`config.mk`:
```
export PLATFORM = sky130hd
export DESIGN_NAME = vlsu_addr_gen_flat
export DESIGN_NICKNAME = d
export VERILOG_FILES = /design/src/rtl/vlsu_addr_gen_if.sv /design/src/rtl/vlsu_addr_gen.sv /design/src/flat_wrapper.sv
export SDC_FILE = /design/constraint.sdc
export NUM_CORES = 1
export LEC_CHECK = 0
export CAP_MARGIN = 20
export CORE_UTILIZATION = 50
export CTS_CLUSTER_DIAMETER = 80
export CTS_CLUSTER_SIZE = 16
export DETAILED_ROUTE_END_ITERATION = 16
export PLACE_DENSITY = 0.8
export REMOVE_ABC_BUFFERS = 1
export SYNTH_ARGS = -nofsm -noshare
export SYNTH_HDL_FRONTEND = slang
export SYNTH_SLANG_ARGS = --single-unit
```
`constraint.sdc`:
```
create_clock -name clk -period 3.3 [get_ports clk]
set_input_delay 0.495 -clock clk [delete_from_list [all_inputs] [get_ports clk]]
set_output_delay 0.495 -clock clk [all_outputs]
set_load 0.005 [all_outputs]
```
`src/rtl/vlsu_addr_gen_if.sv`:
```
// Bundle of command, store-stream and memory-queue request signals for vlsu_addr_gen.
// The master modport is the address generator; the slave modport is its environment.
interface vlsu_addr_gen_if #(
    parameter int unsigned MBUS_ADDR_WIDTH = 32,
    parameter int unsigned RVV_DATA_WIDTH  = 64,
    parameter int unsigned RVV_DW_B        = RVV_DATA_WIDTH >> 3,
    parameter int unsigned FIFO_DEPTH_BITS = 9
);
    logic                       cmd_valid;
    logic                       cmd_ready;
    logic                       cmd_is_store;
    logic [MBUS_ADDR_WIDTH-1:0] cmd_base;
    logic [MBUS_ADDR_WIDTH-1:0] cmd_stride;
    logic [FIFO_DEPTH_BITS-1:0] cmd_count;
    logic [RVV_DATA_WIDTH-1:0]  st_data;
    logic [RVV_DW_B-1:0]        st_be;
    logic                       st_valid;
    logic                       st_ready;
    logic                       rvv_req_out;
    logic                       rvv_valid_out;
    logic [MBUS_ADDR_WIDTH-1:0] rvv_addr_out;
    logic [RVV_DATA_WIDTH-1:0]  rvv_data_out;
    logic [RVV_DW_B-1:0]        rvv_be_out;
    logic                       rvv_start_out;
    logic                       rvv_ready_out;
    logic                       rvv_done_ld;
    logic                       rvv_done_st;
    logic                       cmd_done;
    logic                       cmd_err;

    modport master (
        input  cmd_valid, cmd_is_store, cmd_base, cmd_stride, cmd_count,
        input  st_data, st_be, st_valid, rvv_done_ld, rvv_done_st,
        output cmd_ready, st_ready, rvv_req_out, rvv_valid_out, rvv_addr_out,
        output rvv_data_out, rvv_be_out, rvv_start_out, rvv_ready_out, cmd_done, cmd_err
    );

    modport slave (
        output cmd_valid, cmd_is_store, cmd_base, cmd_stride, cmd_count,
        output st_data, st_be, st_valid, rvv_done_ld, rvv_done_st,
        input  cmd_ready, st_ready, rvv_req_out, rvv_valid_out, rvv_addr_out,
        input  rvv_data_out, rvv_be_out, rvv_start_out, rvv_ready_out, cmd_done, cmd_err
    );
endinterface

```
`src/rtl/vlsu_addr_gen.sv`:
```
// Vector load/store address generator: expands one strided command into per-beat requests.
// Define VLSU_ALIGN_CHECK_EN to reject commands with misaligned base/stride via cmd_err.
module vlsu_addr_gen #(
    parameter int unsigned MBUS_ADDR_WIDTH = 32,
    parameter int unsigned MBUS_DATA_WIDTH = 32,
    parameter int unsigned MBUS_DW_B       = MBUS_DATA_WIDTH >> 3,
    parameter int unsigned RVV_DATA_WIDTH  = 64,
    parameter int unsigned RVV_DW_B        = RVV_DATA_WIDTH >> 3,
    parameter int unsigned FIFO_DEPTH_BITS = 9
) (
    input logic             clk,
    input logic             rst,
    vlsu_addr_gen_if.master bus
);
    typedef enum logic [2:0] {IDLE, LD_ISSUE, LD_WAIT, ST_ISSUE, ST_WAIT} state_e;

    localparam logic [FIFO_DEPTH_BITS-1:0] CNT_ONE = FIFO_DEPTH_BITS'(1);

    state_e                     state_q, state_d;
    logic [FIFO_DEPTH_BITS-1:0] beat_cnt_q, beat_cnt_d;
    logic [FIFO_DEPTH_BITS-1:0] count_q, count_d;
    logic [MBUS_ADDR_WIDTH-1:0] cur_addr_q, cur_addr_d;
    logic [MBUS_ADDR_WIDTH-1:0] stride_q, stride_d;
    logic                       req_q, req_d;
    logic                       valid_q, valid_d;
    logic [MBUS_ADDR_WIDTH-1:0] addr_q, addr_d;
    logic [RVV_DATA_WIDTH-1:0]  data_q, data_d;
    logic [RVV_DW_B-1:0]        be_q, be_d;
    logic                       start_q, start_d;
    logic                       ready_out_q, ready_out_d;
    logic                       cmd_ready_q, cmd_ready_d;
    logic                       st_ready_q, st_ready_d;
    logic                       cmd_done_q, cmd_done_d;
    logic                       last_beat;

`ifdef VLSU_ALIGN_CHECK_EN
    localparam int unsigned ALIGN_BITS = $clog2(MBUS_DW_B);
    logic cmd_err_q, cmd_err_d;
    logic misaligned;
    assign misaligned = (bus.cmd_base[ALIGN_BITS-1:0] != '0) ||
                        (bus.cmd_stride[ALIGN_BITS-1:0] != '0);
`endif

    assign last_beat = (beat_cnt_q == count_q - CNT_ONE);

    always_comb begin
        state_d    = state_q;
        beat_cnt_d = beat_cnt_q;
        count_d    = count_q;
        cur_addr_d = cur_addr_q;
        stride_d   = stride_q;
        req_d      = 1'b0;
        valid_d    = 1'b0;
        start_d    = 1'b0;
        cmd_done_d = 1'b0;
        addr_d     = addr_q;
        data_d     = data_q;
        be_d       = be_q;
`ifdef VLSU_ALIGN_CHECK_EN
        cmd_err_d  = 1'b0;
`endif
        case (state_q)
            IDLE: begin
                if (bus.cmd_valid) begin
                    stride_d = bus.cmd_stride;
                    count_d  = bus.cmd_count;
                    if (bus.cmd_count == '0) begin
                        cmd_done_d = 1'b1;
`ifdef VLSU_ALIGN_CHECK_EN
                    end else if (misaligned) begin
                        cmd_err_d = 1'b1;
`endif
                    end else if (bus.cmd_is_store) begin
                        beat_cnt_d = '0;
                        cur_addr_d = bus.cmd_base;
                        state_d    = ST_ISSUE;
                    end else begin
                        // Load beat 0 goes out on the accepting edge itself.
                        req_d      = 1'b1;
                        start_d    = 1'b1;
                        addr_d     = bus.cmd_base;
                        beat_cnt_d = CNT_ONE;
                        cur_addr_d = bus.cmd_base + bus.cmd_stride;
                        state_d    = (bus.cmd_count == CNT_ONE) ? LD_WAIT : LD_ISSUE;
                    end
                end
            end
            LD_ISSUE: begin
                req_d      = 1'b1;
                addr_d     = cur_addr_q;
                beat_cnt_d = beat_cnt_q + CNT_ONE;
                cur_addr_d = cur_addr_q + stride_q;
                if (last_beat) state_d = LD_WAIT;
            end
            LD_WAIT: begin
                if (bus.rvv_done_ld) begin
                    cmd_done_d = 1'b1;
                    state_d    = IDLE;
                end
            end
            ST_ISSUE: begin
                if (bus.st_valid) begin
                    valid_d    = 1'b1;
                    start_d    = (beat_cnt_q == '0);
                    addr_d     = cur_addr_q;
                    data_d     = bus.st_data;
                    be_d       = bus.st_be;
                    beat_cnt_d = beat_cnt_q + CNT_ONE;
                    cur_addr_d = cur_addr_q + stride_q;
                    if (last_beat) state_d = ST_WAIT;
                end
            end
            ST_WAIT: begin
                if (bus.rvv_done_st) begin
                    cmd_done_d = 1'b1;
                    state_d    = IDLE;
                end
            end
            default: state_d = IDLE;
        endcase
        cmd_ready_d = (state_d == IDLE);
        st_ready_d  = (state_d == ST_ISSUE);
        // Lags LD_WAIT entry by one cycle so it never coincides with the last request.
        ready_out_d = (state_q == LD_WAIT) && (state_d == LD_WAIT);
    end

    always_ff @(posedge clk) begin
        if (rst) begin
            state_q     <= IDLE;
            beat_cnt_q  <= '0;
            count_q     <= '0;
            cur_addr_q  <= '0;
            stride_q    <= '0;
            req_q       <= 1'b0;
            valid_q     <= 1'b0;
            addr_q      <= '0;
            data_q      <= '0;
            be_q        <= '0;
            start_q     <= 1'b0;
            ready_out_q <= 1'b0;
            cmd_ready_q <= 1'b1;
            st_ready_q  <= 1'b0;
            cmd_done_q  <= 1'b0;
`ifdef VLSU_ALIGN_CHECK_EN
            cmd_err_q   <= 1'b0;
`endif
        end else begin
            state_q     <= state_d;
            beat_cnt_q  <= beat_cnt_d;
            count_q     <= count_d;
            cur_addr_q  <= cur_addr_d;
            stride_q    <= stride_d;
            req_q       <= req_d;
            valid_q     <= valid_d;
            addr_q      <= addr_d;
            data_q      <= data_d;
            be_q        <= be_d;
            start_q     <= start_d;
            ready_out_q <= ready_out_d;
            cmd_ready_q <= cmd_ready_d;
            st_ready_q  <= st_ready_d;
            cmd_done_q  <= cmd_done_d;
`ifdef VLSU_ALIGN_CHECK_EN
            cmd_err_q   <= cmd_err_d;
`endif
        end
    end

    assign bus.cmd_ready     = cmd_ready_q;
    assign bus.st_ready      = st_ready_q;
    assign bus.rvv_req_out   = req_q;
    assign bus.rvv_valid_out = valid_q;
    assign bus.rvv_addr_out  = addr_q;
    assign bus.rvv_data_out  = data_q;
    assign bus.rvv_be_out    = be_q;
    assign bus.rvv_start_out = start_q;
    assign bus.rvv_ready_out = ready_out_q;
    assign bus.cmd_done      = cmd_done_q;
`ifdef VLSU_ALIGN_CHECK_EN
    assign bus.cmd_err       = cmd_err_q;
`else
    assign bus.cmd_err       = 1'b0;
`endif
endmodule

```
`src/flat_wrapper.sv`:
```
// flat-port wrapper written by rule: the top's interface ports become plain ports
module vlsu_addr_gen_flat 
#(
    parameter int unsigned MBUS_ADDR_WIDTH = 32,
    parameter int unsigned MBUS_DATA_WIDTH = 32,
    parameter int unsigned MBUS_DW_B       = MBUS_DATA_WIDTH >> 3,
    parameter int unsigned RVV_DATA_WIDTH  = 64,
    parameter int unsigned RVV_DW_B        = RVV_DATA_WIDTH >> 3,
    parameter int unsigned FIFO_DEPTH_BITS = 9
)
  (clk, rst, bus_cmd_valid, bus_cmd_is_store, bus_cmd_base, bus_cmd_stride, bus_cmd_count, bus_st_data, bus_st_be, bus_st_valid, bus_rvv_done_ld, bus_rvv_done_st, bus_cmd_ready, bus_st_ready, bus_rvv_req_out, bus_rvv_valid_out, bus_rvv_addr_out, bus_rvv_data_out, bus_rvv_be_out, bus_rvv_start_out, bus_rvv_ready_out, bus_cmd_done, bus_cmd_err);
  vlsu_addr_gen_if #(.MBUS_ADDR_WIDTH(MBUS_ADDR_WIDTH), .RVV_DATA_WIDTH(RVV_DATA_WIDTH), .RVV_DW_B(RVV_DW_B), .FIFO_DEPTH_BITS(FIFO_DEPTH_BITS)) bus_i ();
  input logic clk;
  input logic rst;
  input wire logic [$bits(bus_i.cmd_valid)-1:0] bus_cmd_valid;
  input wire logic [$bits(bus_i.cmd_is_store)-1:0] bus_cmd_is_store;
  input wire logic [$bits(bus_i.cmd_base)-1:0] bus_cmd_base;
  input wire logic [$bits(bus_i.cmd_stride)-1:0] bus_cmd_stride;
  input wire logic [$bits(bus_i.cmd_count)-1:0] bus_cmd_count;
  input wire logic [$bits(bus_i.st_data)-1:0] bus_st_data;
  input wire logic [$bits(bus_i.st_be)-1:0] bus_st_be;
  input wire logic [$bits(bus_i.st_valid)-1:0] bus_st_valid;
  input wire logic [$bits(bus_i.rvv_done_ld)-1:0] bus_rvv_done_ld;
  input wire logic [$bits(bus_i.rvv_done_st)-1:0] bus_rvv_done_st;
  output wire logic [$bits(bus_i.cmd_ready)-1:0] bus_cmd_ready;
  output wire logic [$bits(bus_i.st_ready)-1:0] bus_st_ready;
  output wire logic [$bits(bus_i.rvv_req_out)-1:0] bus_rvv_req_out;
  output wire logic [$bits(bus_i.rvv_valid_out)-1:0] bus_rvv_valid_out;
  output wire logic [$bits(bus_i.rvv_addr_out)-1:0] bus_rvv_addr_out;
  output wire logic [$bits(bus_i.rvv_data_out)-1:0] bus_rvv_data_out;
  output wire logic [$bits(bus_i.rvv_be_out)-1:0] bus_rvv_be_out;
  output wire logic [$bits(bus_i.rvv_start_out)-1:0] bus_rvv_start_out;
  output wire logic [$bits(bus_i.rvv_ready_out)-1:0] bus_rvv_ready_out;
  output wire logic [$bits(bus_i.cmd_done)-1:0] bus_cmd_done;
  output wire logic [$bits(bus_i.cmd_err)-1:0] bus_cmd_err;
  assign bus_i.cmd_valid = bus_cmd_valid;
  assign bus_i.cmd_is_store = bus_cmd_is_store;
  assign bus_i.cmd_base = bus_cmd_base;
  assign bus_i.cmd_stride = bus_cmd_stride;
  assign bus_i.cmd_count = bus_cmd_count;
  assign bus_i.st_data = bus_st_data;
  assign bus_i.st_be = bus_st_be;
  assign bus_i.st_valid = bus_st_valid;
  assign bus_i.rvv_done_ld = bus_rvv_done_ld;
  assign bus_i.rvv_done_st = bus_rvv_done_st;
  assign bus_cmd_ready = bus_i.cmd_ready;
  assign bus_st_ready = bus_i.st_ready;
  assign bus_rvv_req_out = bus_i.rvv_req_out;
  assign bus_rvv_valid_out = bus_i.rvv_valid_out;
  assign bus_rvv_addr_out = bus_i.rvv_addr_out;
  assign bus_rvv_data_out = bus_i.rvv_data_out;
  assign bus_rvv_be_out = bus_i.rvv_be_out;
  assign bus_rvv_start_out = bus_i.rvv_start_out;
  assign bus_rvv_ready_out = bus_i.rvv_ready_out;
  assign bus_cmd_done = bus_i.cmd_done;
  assign bus_cmd_err = bus_i.cmd_err;
  vlsu_addr_gen #(.MBUS_ADDR_WIDTH(MBUS_ADDR_WIDTH), .MBUS_DATA_WIDTH(MBUS_DATA_WIDTH), .MBUS_DW_B(MBUS_DW_B), .RVV_DATA_WIDTH(RVV_DATA_WIDTH), .RVV_DW_B(RVV_DW_B), .FIFO_DEPTH_BITS(FIFO_DEPTH_BITS)) u_core (.clk(clk), .rst(rst), .bus(bus_i));
endmodule
```
==> impl_metrics.toml <==
[run_status]
outcome = "complete, no violations"

[logic_synthesis]
syn-cell-area_um2 = 11500
synthFlopType = "dfxtp_1"
synth.avg_cell_area_um2 = 7.48
netlist.area_leader.share = 0.340
synth_seq_area_share = 0.340
synth.area.top_cells = "dfxtp_1 (34%), nand2_1 (12%), a21oi_1 (8.3%)"
post_synth_inst_count = 1541
netlist.top_cell.by_area = "dfxtp_1"
synthesis.yosys.warnings = 0
yosys.cell_types.count = 84
postSynthRegisterBits = 196
synth_edf_count = 0
synth-async-reset-ratio = 0

[place]
portBuffers = 262
place.gp.congestion = 0.926
post_dp_cell_area_um2 = 14800
placed_cells_incl_taps = 2070
dp_hpwl_um = 27800

[worst_setup_path]
crit_path_max_fanout = 4
critical_path_arrival_ns = 3.48
required_ns = 3.62
worst_path_max_delay_cell = "dfxtp_1"
critPathLaunchType = "flop"
critPathTopFamily = "compound AO/OA/AOI/OAI gates"
cp_num_buf_inv = 0
timing_worst_setup_path_type = "reg -> reg"
end_kind = "flop"
critical_path_cell_list = "ha_1 > a21o_1 > a21o_1 > a211oi_4 > o32a_1 > a31oi_1 > o21ai_1 > o21ai_1 > xnor2_1 > o21ai_0 > a221o_1"
worst_path_largest_cell_delay_ns = 0.39

[cts]
htree_levels = 4
clkTransAtPathRegs_ns = 0.09
numClockSinks = 196
inserted_clock_buffers = 17
postCtsSetupBuffers = 0
clock_tree_from_tritoncts = "done"
post_cts_resized = 0
root_buffer = "clkbuf_16"
holdBufCountCts = 0
clk_latency_ns = 0.44
clockBufferDepth = 2

[drt]
drt-initial-drc-count = 998
drc_violations = 0
drtAntennaViolNets = 0
drt_first_pass_iters = 6
detail_route.vias_per_cell = 5.82
drt-wirelength-per-cell_um = 18.0
finalWirelength_um = 37900
vias = 12249

[power]
post-layout-total-power_mw = 6.69
p_per_area_nw_per_um2 = 432
netSwitchingFraction = 0.335
cellInternalPower_mw = 4.45
power.share.sequential = 0.396
p_comb_frac = 0.283
power.switching_mw = 2.24
power_leakage_nw = 6.07
power.ir.vdd_worst_v = 0.000338
clock_power_share = 0.321

[sta]
maxSlewHeadroom = 0.523
fin_setup_tns_ns = 0
hold_violations = 0
unrepaired_setup_endpoints_after_global_routing = "false"
fmax_mhz = 316
timing_worst_slew_pin_value_ns = 0.716
final_min_period_over_clock_period = 0.958
worst_clock_skew_ns = 0.0142
timing.final.max_slew_violations = 0
finalSetupViolations = 0
min_period_ns = 3.16

[floorplanning]
start_util = 0.509
die_area_um2 = 23700
ioPinCount = 264
die_x_um = 154
die_height_um = 154
core.rowCount = 55
core_area_um2 = 22600

[global_route]
grt.overflow.total = 0
grt_pass1_wl_um = 59900
grt_antenna_before_repair = 3
first_global_vias = 11785
overall_global_routing_usage = 0.316
grt_start_max_net_pins = 125

[final_layout]
final.fill_count = 1905
stdcell_count = 2104
flow.area_growth_from_synthesis_pct = 34.3
layout_utilization = 0.684
final_area_um2 = 15500
final_net_count = 2023
final_layout_size_suffix_gt1_frac = 0.0831

[job]
reported_max_cap_violation_count = 0

[worst_hold_path]
timing.hold.worst.class = "in -> reg"
==> flip-flops by register name, summed over array words and instances (netlist names) <==
register and cells:
u_core.bus.rvv_ready_out 1, u_core.stride_q 32, u_core.bus.cmd_done 1, u_core.bus.rvv_req_out 1, u_core.bus.rvv_start_out 1, u_core.bus.rvv_valid_out 1, u_core.beat_cnt_q 9, u_core.count_q 9
u_core.bus.rvv_be_out 8, u_core.state_q 3, u_core.bus.rvv_data_out 64, u_core.cur_addr_q 32, u_core.bus.rvv_addr_out 32, u_core.bus.cmd_ready 1, u_core.bus.st_ready 1
==> final cells by class <==
cell class	instances	area (um^2)	share of cell area
Timing Repair Buffer	347	3320	0.214
Tap cell	285	357	0.0230
Clock inverter	14	180	0.0116
Inverter	31	116	0.00752
Multi-Input combinational cell	1211	7150	0.462
Sequential cell	196	3920	0.254
Antenna cell	3	7.51	0.000485
Clock buffer	17	425	0.0275
==> layer usage <==
layer | wire length [um] | track usage
met1 | 15200 | 0.373
met2 | 19000 | 0.572
met3 | 2570 | 0.0457
met4 | 1100 | 0.132
met5 | 0 | 0
==> cell usage after synthesis, types with 11 or more instances <==
cell type	n
nand3_1	22
clkbuf_1	90
o21a_1	16
nor3_1	29
and3_1	11
o211ai_1	17
nand4_1	15
a211oi_1	21
xor2_1	22
a21o_1	35
ha_1	65
a311oi_1	37
inv_1	31
dfxtp_1	196
nand2_1	377
nand2b_1	11
nor2_1	105
xnor2_1	37
a21oi_1	192
o21ai_0	55
==> worst paths after layout <==
check | startpoint | slack [ns] | endpoint | depth (start not counted)
max reg2reg | u_core.cur_addr_q[1] | 0.14 | u_core.cur_addr_q[27] | 11
min reg2reg | u_core.bus.rvv_data_out[32] | 0.46 | u_core.bus.rvv_data_out[32] | 2
max | u_core.cur_addr_q[1] | 0.14 | u_core.cur_addr_q[27] | 11
min | rst | 0.46 | u_core.bus.rvv_start_out | 2
==> power groups by stage <==
stage	Clock (mW)	Sequential [mW]	Combinational, mW
4_1_cts	2.17	2.65	1.87
2_1_floorplan	0	2.68	1.03
5_1_grt	2.25	2.67	2.06
3_5_place_dp	0	2.70	1.85
3_3_place_gp	0	2.70	1.83
6_report	2.15	2.65	1.89
==> cell usage in the layout (no fill, tap or decap), drive strengths merged, types with 4 or more instances in the layout <==
cell type,instances
or3,8
nor3b,5
nor3,30
nand3,22
a211oi,22
o21a,16
a21oi,193
and3,11
nand2b,11
a211o,4
inv,39
o21ai,65
clkinv,6
clkbuf,17
ha,65
a31oi,10
o22ai,5
a21o,35
mux2,4
o211ai,17
buf,87
xor2,22
nand4,15
nor2b,11
o31ai,5
xnor2,37
dfxtp,196
a311oi,37
o21bai,6
a21boi,5
clkdlybuf4s50,260
o311ai,5
nor2,106
mux2i,7
nor4,9
nand2,377
or4,5
==> stage by stage <==
stage	hold slack [ns]	setup WS (ns)
2_1_floorplan	0.435	-1.76
3_3_place_gp	0.441	-0.251
3_5_place_dp	0.446	-0.356
4_1_cts	0.435	0.0574
5_1_grt	0.453	0.00149
6_report	0.455	0.139
==> kinds of logic (layout without fill, tap and decap cells) <==
group                    count (synthesis)  in the layout  share of synthesized area
AND/OR/NAND/NOR                        626            626                      0.236
multiplexers                            12             12                     0.0126
buffers and inverters                  134            409                     0.0448
other                                    1              4                   0.000325
adder cells (fa/ha/maj)                 67             67                     0.0741
AO/OA/AOI/OAI                          446            446                      0.247
XOR/XNOR                                59             59                     0.0448
flip-flops                             196            196                      0.340
(Power assumes the default switching activity.)
